[config.mk]
export PLATFORM = sky130hd
export DESIGN_NAME = fifo_pop_stream
export DESIGN_NICKNAME = d
export VERILOG_FILES = /design/src/rtl/fifo_pkg.sv /design/src/rtl/fifo_skid2.sv /design/src/rtl/fifo_pop_stream.sv
export SDC_FILE = /design/constraint.sdc
export NUM_CORES = 1
export LEC_CHECK = 0
export ABC_CLOCK_PERIOD_IN_PS = 4900
export CORE_MARGIN = 2
export CORE_UTILIZATION = 56
export CTS_BUF_LIST = sky130_fd_sc_hd__clkbuf_2 sky130_fd_sc_hd__clkbuf_4 sky130_fd_sc_hd__clkbuf_8
export DETAILED_ROUTE_END_ITERATION = 12
export MAX_ROUTING_LAYER = met4
export PLACE_DENSITY = 0.87
export SYNTH_ARGS = -nofsm -noshare
export SYNTH_HDL_FRONTEND = slang
export SYNTH_SLANG_ARGS = --single-unit
export TNS_END_PERCENT = 50
[constraint.sdc]
create_clock -name clk -period 4.9 [get_ports clk]
set_clock_uncertainty 0.05 [all_clocks]
set_input_delay 0.735 -clock clk [delete_from_list [all_inputs] [get_ports clk]]
set_output_delay 0.735 -clock clk [all_outputs]
set_load 0.01 [all_outputs]
[src/rtl/fifo_pkg.sv]
// Shared types and constants for the FIFO read-side front end.
package fifo_pkg;

  localparam int LP_SKID_DEPTH = 2;

  typedef enum logic [1:0] {
    EMPTY = 2'd0,
    ONE   = 2'd1,
    TWO   = 2'd2
  } buf_state_e;

endpackage

[src/rtl/fifo_skid2.sv]
// Two-entry in-order register buffer: head drives the output, skid catches
// the word that arrives while the head is stalled.
//
// state | meaning
// EMPTY | no word held, head is stale
// ONE   | head holds the oldest word
// TWO   | head holds the oldest word, skid holds the next one
module fifo_skid2
  import fifo_pkg::*;
#(
  parameter int WIDTH = 32
) (
  input  logic             clk,
  input  logic             rst_n,
  input  logic             push_i,
  input  logic [WIDTH-1:0] push_data_i,
  input  logic             pop_i,
  output logic [WIDTH-1:0] head_o,
  output logic [1:0]       level_o,
  output logic             valid_o
);

  buf_state_e       state_q;
  logic [WIDTH-1:0] head_q;
  logic [WIDTH-1:0] skid_q;

  always_ff @(posedge clk or negedge rst_n) begin
    if (!rst_n) begin
      state_q <= EMPTY;
      head_q  <= '0;
      skid_q  <= '0;
    end else begin
      case (state_q)
        EMPTY: begin
          if (push_i) begin
            head_q  <= push_data_i;
            state_q <= ONE;
          end
        end
        ONE: begin
          if (push_i && pop_i) begin
            head_q <= push_data_i;
          end else if (push_i) begin
            skid_q  <= push_data_i;
            state_q <= TWO;
          end else if (pop_i) begin
            state_q <= EMPTY;
          end
        end
        TWO: begin
          if (pop_i) begin
            head_q  <= skid_q;
            state_q <= ONE;
          end
        end
        default: state_q <= EMPTY;
      endcase
    end
  end

  assign head_o  = head_q;
  assign level_o = state_q;
  assign valid_o = (state_q != EMPTY);

  // The upstream credit check guarantees a full buffer never sees a push.
  a_no_push_when_full: assert property (@(posedge clk) disable iff (!rst_n)
    !(push_i && state_q == TWO));

endmodule

[src/rtl/fifo_pop_stream.sv]
// Pops the synchronous FIFO against buffer credit and presents the words on
// a valid/ready stream, hiding the FIFO's one-cycle read latency.
module fifo_pop_stream
  import fifo_pkg::*;
#(
  parameter int WIDTH = 32
) (
  input  logic             clk,
  input  logic             rst_n,
  input  logic             fifo_empty,
  output logic             fifo_pop,
  input  logic [WIDTH-1:0] fifo_data,
  output logic             m_valid,
  input  logic             m_ready,
  output logic [WIDTH-1:0] m_data,
  output logic [1:0]       level
);

  localparam logic [2:0] LP_CAP = 3'(LP_SKID_DEPTH);

  logic       inflight_q;
  logic       inflight_d;
  logic       en_q;
  logic       deq;
  logic [2:0] credit;

  assign deq = m_valid && m_ready;

  // Occupancy after this cycle's dequeue; a word leaving frees a slot for
  // the pop issued now, which is what sustains one word per cycle.
  assign credit = {1'b0, level} + {2'b0, inflight_q} - {2'b0, deq};

  // en_q keeps the pop strobe low throughout reset without routing rst_n
  // into the combinational path.
  assign fifo_pop   = en_q && !fifo_empty && (credit < LP_CAP);
  assign inflight_d = fifo_pop;

  always_ff @(posedge clk or negedge rst_n) begin
    if (!rst_n) begin
      inflight_q <= 1'b0;
      en_q       <= 1'b0;
    end else begin
      inflight_q <= inflight_d;
      en_q       <= 1'b1;
    end
  end

  fifo_skid2 #(
    .WIDTH(WIDTH)
  ) u_skid (
    .clk        (clk),
    .rst_n      (rst_n),
    .push_i     (inflight_q),
    .push_data_i(fifo_data),
    .pop_i      (deq),
    .head_o     (m_data),
    .level_o    (level),
    .valid_o    (m_valid)
  );

endmodule

==> flow_metrics.tcl, run 1 <==
set metrics [dict create \
    run_status "completed" \
    cts_buffers 9 \
    path_class "input pin to primary output" \
    grt-ovfl-total 0 \
    syn2layout_area_growth_pct 27.7 \
    relSlewSlack 0.431 \
    gp_congestion 0.731 \
    postRouteAntennaNets 0 \
    vias 1782 \
    rows 27 \
    die_x_microns 79.9 \
    worstPathMaxFanout 6 \
    grt_pass1_vias 1932 \
    power.density_nw_per_um2 555 \
    critPathBufInv 2 \
    wl_per_cell_microns 16.1 \
    avgViaCountPerCell 5.18 \
    min_period_over_period 0.772 \
    tns_ns 0 \
    finalNetCount 305 \
    cp_data_arrival_time_ns 3.00 \
    grt_use_total 0.203 \
    clock.fmax_mhz 264 \
    dp.cells 329 \
    async_reset_ff_frac 1.00 \
    maxCapViolCount 0 \
    cts.sinks 68 \
    syn_inst 193 \
    htreeDepth 3 \
    diodes 0 \
    cts.clk_slew.worst_paths_ns 0.06 \
    maxSlewViolCount 0 \
    drtPass1Iterations 4 \
    first_iter_violations 67 \
    path_delay_family "buffers and inverters" \
    post-route-drc-count 0 \
    synth_top_area_cell "dfrtp_1" \
    cts_tree "done" \
    ir_worst_vdd_uv 293 \
    tightest_slew_ns 0.854 \
    stdcell_count 344 \
    start_kind "input pin" \
    power.total_mw 2.29 \
    netlist_area_sq_um 3230 \
    post_cts_resized 0 \
    synth_top_flop_cell "dfrtp_1" \
    critPathLaunch "m_ready" \
    grt_pass1_wl_microns 9440 \
    crit_chain "clkdlybuf4s50_1, and2_1, o21ai_1, fa_1, xor2_1, nor3_1, clkdlybuf4s50_1" \
    wirelength_microns 5540 \
    clock_latency_ns 0.33 \
    dieArea_sq_um 6380 \
    synth_warnings 0 \
    p_leak_nw 1.81 \
    synth_edf_count 0 \
    antenna_found_initial 0 \
    ctsHoldBuffers 0 \
    rsz0062_at_grt "false" \
    num-fill-cells 366 \
    r2r-start "u_skid.level_o[1]$_DFFE_PN0P_" \
    slowest_delay_ns 0.62 \
    hold_violations 0 \
    initial_utilization 0.582 \
    synth.distinct_cells 20 \
    clockBufferDepth 2 \
    synth_most_common_cell "dfrtp_1" \
    worstPathRequired_ns 4.12 \
    worstHoldStart "u_skid.skid_q[23]$_DFFE_PN0P_" \
    place_area_sq_um 3940 \
    dp_hpwl_microns 3610 \
    avgSynthCellArea_sq_um 16.7 \
    core_region_area_sq_um 5540 \
    fin_area_sq_um 4120 \
    worstSetupEndpointType "primary output" \
    critPathSlowestCell "clkdlybuf4s50_1" \
    crit_top_cell "clkdlybuf4s50_1" \
    synthTopCellsByArea "dfrtp_1, mux2_4, mux2_1" \
    yosysSeqAreaShare 0.528 \
    die_h_microns 79.9 \
    io_buffers 71 \
    setup_viol 0 \
    ioPinCount 72 \
    cts_root_buffer "clkbuf_8" \
    synth.ff_latch_count 68 \
    synthDominantCellAreaShare 0.528 \
    cts_setup_buffers 0 \
    ys_top_cells_by_count "dfrtp_1, mux2_4, mux2_1" \
    syn-num-nets 230 \
    finalCriticalPeriod_ns 3.78 \
    hp-class "flop to flop" \
    grt_max_degree 69 \
    drive_gt1_frac 0.335 \
]
-- routing by layer --
layer,vias up,wire length (microns),track usage
met4,0,51,0.0797
met5,-,0,-
met2,49,2640,0.310
met1,890,2530,0.256
li1,837,-,-
met3,6,311,0.0588
-- power by group --
group / switching [mW] / total [mW] / internal, mW / leakage, nW
Sequential: 0.152 / 0.989 / 0.837 / 0.820
Clock: 0.189 / 0.408 / 0.218 / 0.0961
Combinational: 0.298 / 0.891 / 0.593 / 0.899
-- layout by cell type, fill, tap and decap left out, drive strengths merged --
| cell type | instances |
|---|---|
| xor2 | 1 |
| mux2i | 2 |
| conb | 1 |
| buf | 5 |
| o21ai | 1 |
| or2 | 1 |
| mux2 | 96 |
| fa | 1 |
| clkbuf | 13 |
| nand2 | 1 |
| nor2 | 1 |
| a21oi | 1 |
| nor2b | 3 |
| clkdlybuf4s50 | 70 |
| dfrtp | 68 |
| and2 | 2 |
| nor3 | 1 |
| o2bb2ai | 1 |
| o22ai | 1 |
| clkinv | 2 |
-- worst paths after layout --
path	to	slack, ns	cells after the start
max	fifo_pop	1.12	7
min	u_skid.skid_q[23]$_DFFE_PN0P_	0.43	1
max reg2reg	u_skid.skid_q[3]$_DFFE_PN0P_	2.46	4
min reg2reg	u_skid.skid_q[23]$_DFFE_PN0P_	0.43	1
max in group asynchronous	u_skid.skid_q[11]$_DFFE_PN0P_	3.69	2
min in group asynchronous	u_skid.head_o[23]$_DFFE_PN0P_	0.53	2
-- state kept, by name, summed over array words and instances (netlist names) --
name            count
u_skid.skid_q      32
u_skid.level_o      2
en_q                1
inflight_q          1
u_skid.head_o      32
-- layout make-up --
type	instances	area, sq um	area share
clock buffers	13	166	0.0404
clock inverters	2	10.0	0.00243
multi-input cells	114	1420	0.344
flip-flops and latches	68	1700	0.413
well taps	72	90.1	0.0219
repair buffers	75	736	0.179
-- cell families (layout without fill, tap and decap cells) --
family                     Yosys count  in the layout  share of synthesized area
AOI/OAI and AO/OA                    4              4                     0.0136
DFF                                 68             68                      0.528
adders and majority gates            1              1                    0.00621
muxes                               98             98                      0.397
other                                1              1                    0.00116
and+or+nand+nor                      9              9                     0.0155
xor gates and xnor gates             1              1                    0.00272
buffers and inverters               11             90                     0.0361
-- per-stage QoR --
step	worst slack (ns)	hold slack (ns)	utilization
6_report	1.12	0.434	0.743
5_1_grt	0.953	0.450	0.743
4_1_cts	1.11	0.438	0.743
3_5_place_dp	1.13	0.423	0.712
3_3_place_gp	1.17	0.412	0.712
2_1_floorplan	2.00	0.389	-
(Power assumes the default switching activity.)
==> run 2, diff against run 1 <==
--- a/config.mk
+++ b/config.mk
@@ -5,13 +5,13 @@
 export SDC_FILE = /design/constraint.sdc
 export NUM_CORES = 1
 export LEC_CHECK = 0
-export ABC_CLOCK_PERIOD_IN_PS = 4900
+export ABC_CLOCK_PERIOD_IN_PS = 3950
 export CORE_MARGIN = 2
-export CORE_UTILIZATION = 56
+export CORE_UTILIZATION = 52
 export CTS_BUF_LIST = sky130_fd_sc_hd__clkbuf_2 sky130_fd_sc_hd__clkbuf_4 sky130_fd_sc_hd__clkbuf_8
 export DETAILED_ROUTE_END_ITERATION = 12
 export MAX_ROUTING_LAYER = met4
-export PLACE_DENSITY = 0.87
+export PLACE_DENSITY = 0.82
 export SYNTH_ARGS = -nofsm -noshare
 export SYNTH_HDL_FRONTEND = slang
 export SYNTH_SLANG_ARGS = --single-unit
==> constraint.sdc (replaced) <==
create_clock -name clk -period 3.95 [get_ports clk]
set_clock_uncertainty 0.05 [all_clocks]
set_input_delay 0.5925 -clock clk [delete_from_list [all_inputs] [get_ports clk]]
set_output_delay 0.5925 -clock clk [all_outputs]
set_load 0.01 [all_outputs]
==> run 2 against run 1 <==
Net effect:
- wire length rose by 3.3%
- largest cell class unchanged
- largest power group unchanged
- register-to-register slack worse by 0.61 ns
- global-route usage fell by 1.1 points
- critical path depth did not move
- critical endpoint unchanged
==> flow_metrics.tcl, run 2 (synthesis results as in run 1) <==
set metrics [dict create \
    maxCapViolCount 0 \
    final_cell_mix "clkdlybuf4s50_1, dfrtp_1, mux2_4" \
    p_leak_nw 1.84 \
    relSlewSlack 0.600 \
    dieArea_sq_um 6850 \
    cts_tree "done" \
    die_h_microns 82.8 \
    postRouteAntennaNets 0 \
    num-fill-cells 440 \
    run_status "completed" \
    cts.sinks 68 \
    fin_util 0.700 \
    cts_setup_buffers 0 \
    finalNetCount 307 \
    first_iter_violations 70 \
    io_buffers 71 \
    wl_per_cell_microns 16.4 \
    cts_buffers 9 \
    drive_gt1_frac 0.339 \
    grt_max_degree 34 \
    place_area_sq_um 3970 \
    min_period_over_period 0.884 \
    rsz0062_at_grt "false" \
    clockBufferDepth 2 \
    ir_worst_vdd_uv 332 \
    grt_pass1_vias 1893 \
    worstSetupEndpointType "primary output" \
    syn2layout_area_growth_pct 29.2 \
    worstPathRequired_ns 3.31 \
    grt_pass1_wl_microns 9350 \
    grt_use_total 0.191 \
    power.density_nw_per_um2 699 \
    htreeDepth 3 \
    tightest_slew_ns 0.600 \
    multi_input_area_sq_um 1420 \
    clock_latency_ns 0.32 \
    final_common_cell "clkdlybuf4s50_1" \
    post_cts_resized 0 \
    setup_slack_ns 0.459 \
    die_x_microns 82.8 \
    seq_area_sq_um 1700 \
    finalCriticalPeriod_ns 3.49 \
    maxSlewViolCount 0 \
    ioPinCount 72 \
    fin_area_sq_um 4170 \
    initial_utilization 0.542 \
    tns_ns 0 \
    vias 1821 \
    rows 28 \
    antenna_found_initial 0 \
    grt-ovfl-total 0 \
    drtPass1Iterations 6 \
    reg2reg_slack_ns 1.85 \
    dp_slack_ns 0.446 \
    ctsHoldBuffers 0 \
    post-route-drc-count 0 \
    core_region_area_sq_um 5960 \
    cts.clk_slew.worst_paths_ns 0.07 \
    wirelength_microns 5720 \
    start_kind "input pin" \
    clock.fmax_mhz 286 \
    cts_root_buffer "clkbuf_8" \
    dp_hpwl_microns 3950 \
    avgViaCountPerCell 5.22 \
    gp_congestion 0.659 \
    cp_data_arrival_time_ns 2.85 \
    path_class "input pin to primary output" \
    hold_violations 0 \
    diodes 0 \
    worstPathMaxFanout 6 \
    setup_viol 0 \
    hp-class "input pin to asynchronous set/reset pin" \
]
-- run 2: changes by cell type in the layout (fill, tap and decap cells not counted), sizes merged --
cell    before  now
clkinv       2    1
buf          5    7
bufinv       0    1
-- run 2: worst paths after layout --
path,cells after the start,end,from
worst min-delay path,1,u_skid.skid_q[26]$_DFFE_PN0P_,rst_n
worst max-delay path,7,fifo_pop,m_ready
max in group asynchronous,2,u_skid.head_o[3]$_DFFE_PN0P_,rst_n
worst max register to register,4,u_skid.head_o[23]$_DFFE_PN0P_,u_skid.level_o[1]$_DFFE_PN0P_
min in group clk,1,u_skid.skid_q[24]$_DFFE_PN0P_,u_skid.skid_q[24]$_DFFE_PN0P_
worst min register to register,1,u_skid.skid_q[24]$_DFFE_PN0P_,u_skid.skid_q[24]$_DFFE_PN0P_
-- run 2: area by class of cell --
class / count / area share
Tap cell: 75 / 0.0225
Timing Repair Buffer: 77 / 0.183
Clock inverter: 2 / 0.00840
Multi-Input combinational cell: 114 / 0.339
Clock buffer: 13 / 0.0384
Sequential cell: 68 / 0.408
-- run 2: worst max-delay path: stages --
cell and delay (ns):
clkdlybuf4s50_1 0.61, and2_1 0.22, o21ai_1 0.09, fa_1 0.38, xor2_1 0.15, nor3_1 0.23, clkdlybuf4s50_1 0.58
-- run 2: where the power goes --
group	total, mW	switching [mW]	internal, mW
Sequential	1.23	0.195	1.04
Clock	0.570	0.244	0.326
Combinational	1.11	0.364	0.744
Total	2.91	0.803	2.11
-- run 2: metrics by stage --
stage	instances	hold slack [ns]	total power [mW]
floorplan	193	0.247	1.85
global placement	334	0.416	2.32
detailed placement	334	0.424	2.37
CTS	349	0.132	2.94
global route	349	0.145	3.08
finish	349	0.129	2.91
-- run 2: routing by layer --
layer | track usage | wire, microns | vias to the layer above
met5 | - | 0 | -
met2 | 0.286 | 2750 | 41
met1 | 0.256 | 2670 | 939
li1 | - | - | 839
met3 | 0.0554 | 275 | 2
met4 | 0.0541 | 19 | 0
==> run 3, diff against run 2 <==
--- a/config.mk
+++ b/config.mk
@@ -6,6 +6,7 @@
 export NUM_CORES = 1
 export LEC_CHECK = 0
 export ABC_CLOCK_PERIOD_IN_PS = 3950
+export CAP_MARGIN = 20
 export CORE_MARGIN = 2
 export CORE_UTILIZATION = 52
 export CTS_BUF_LIST = sky130_fd_sc_hd__clkbuf_2 sky130_fd_sc_hd__clkbuf_4 sky130_fd_sc_hd__clkbuf_8
==> results of run 3 <==
Same layout as run 2: the final DEF is identical, and so are final timing and power.
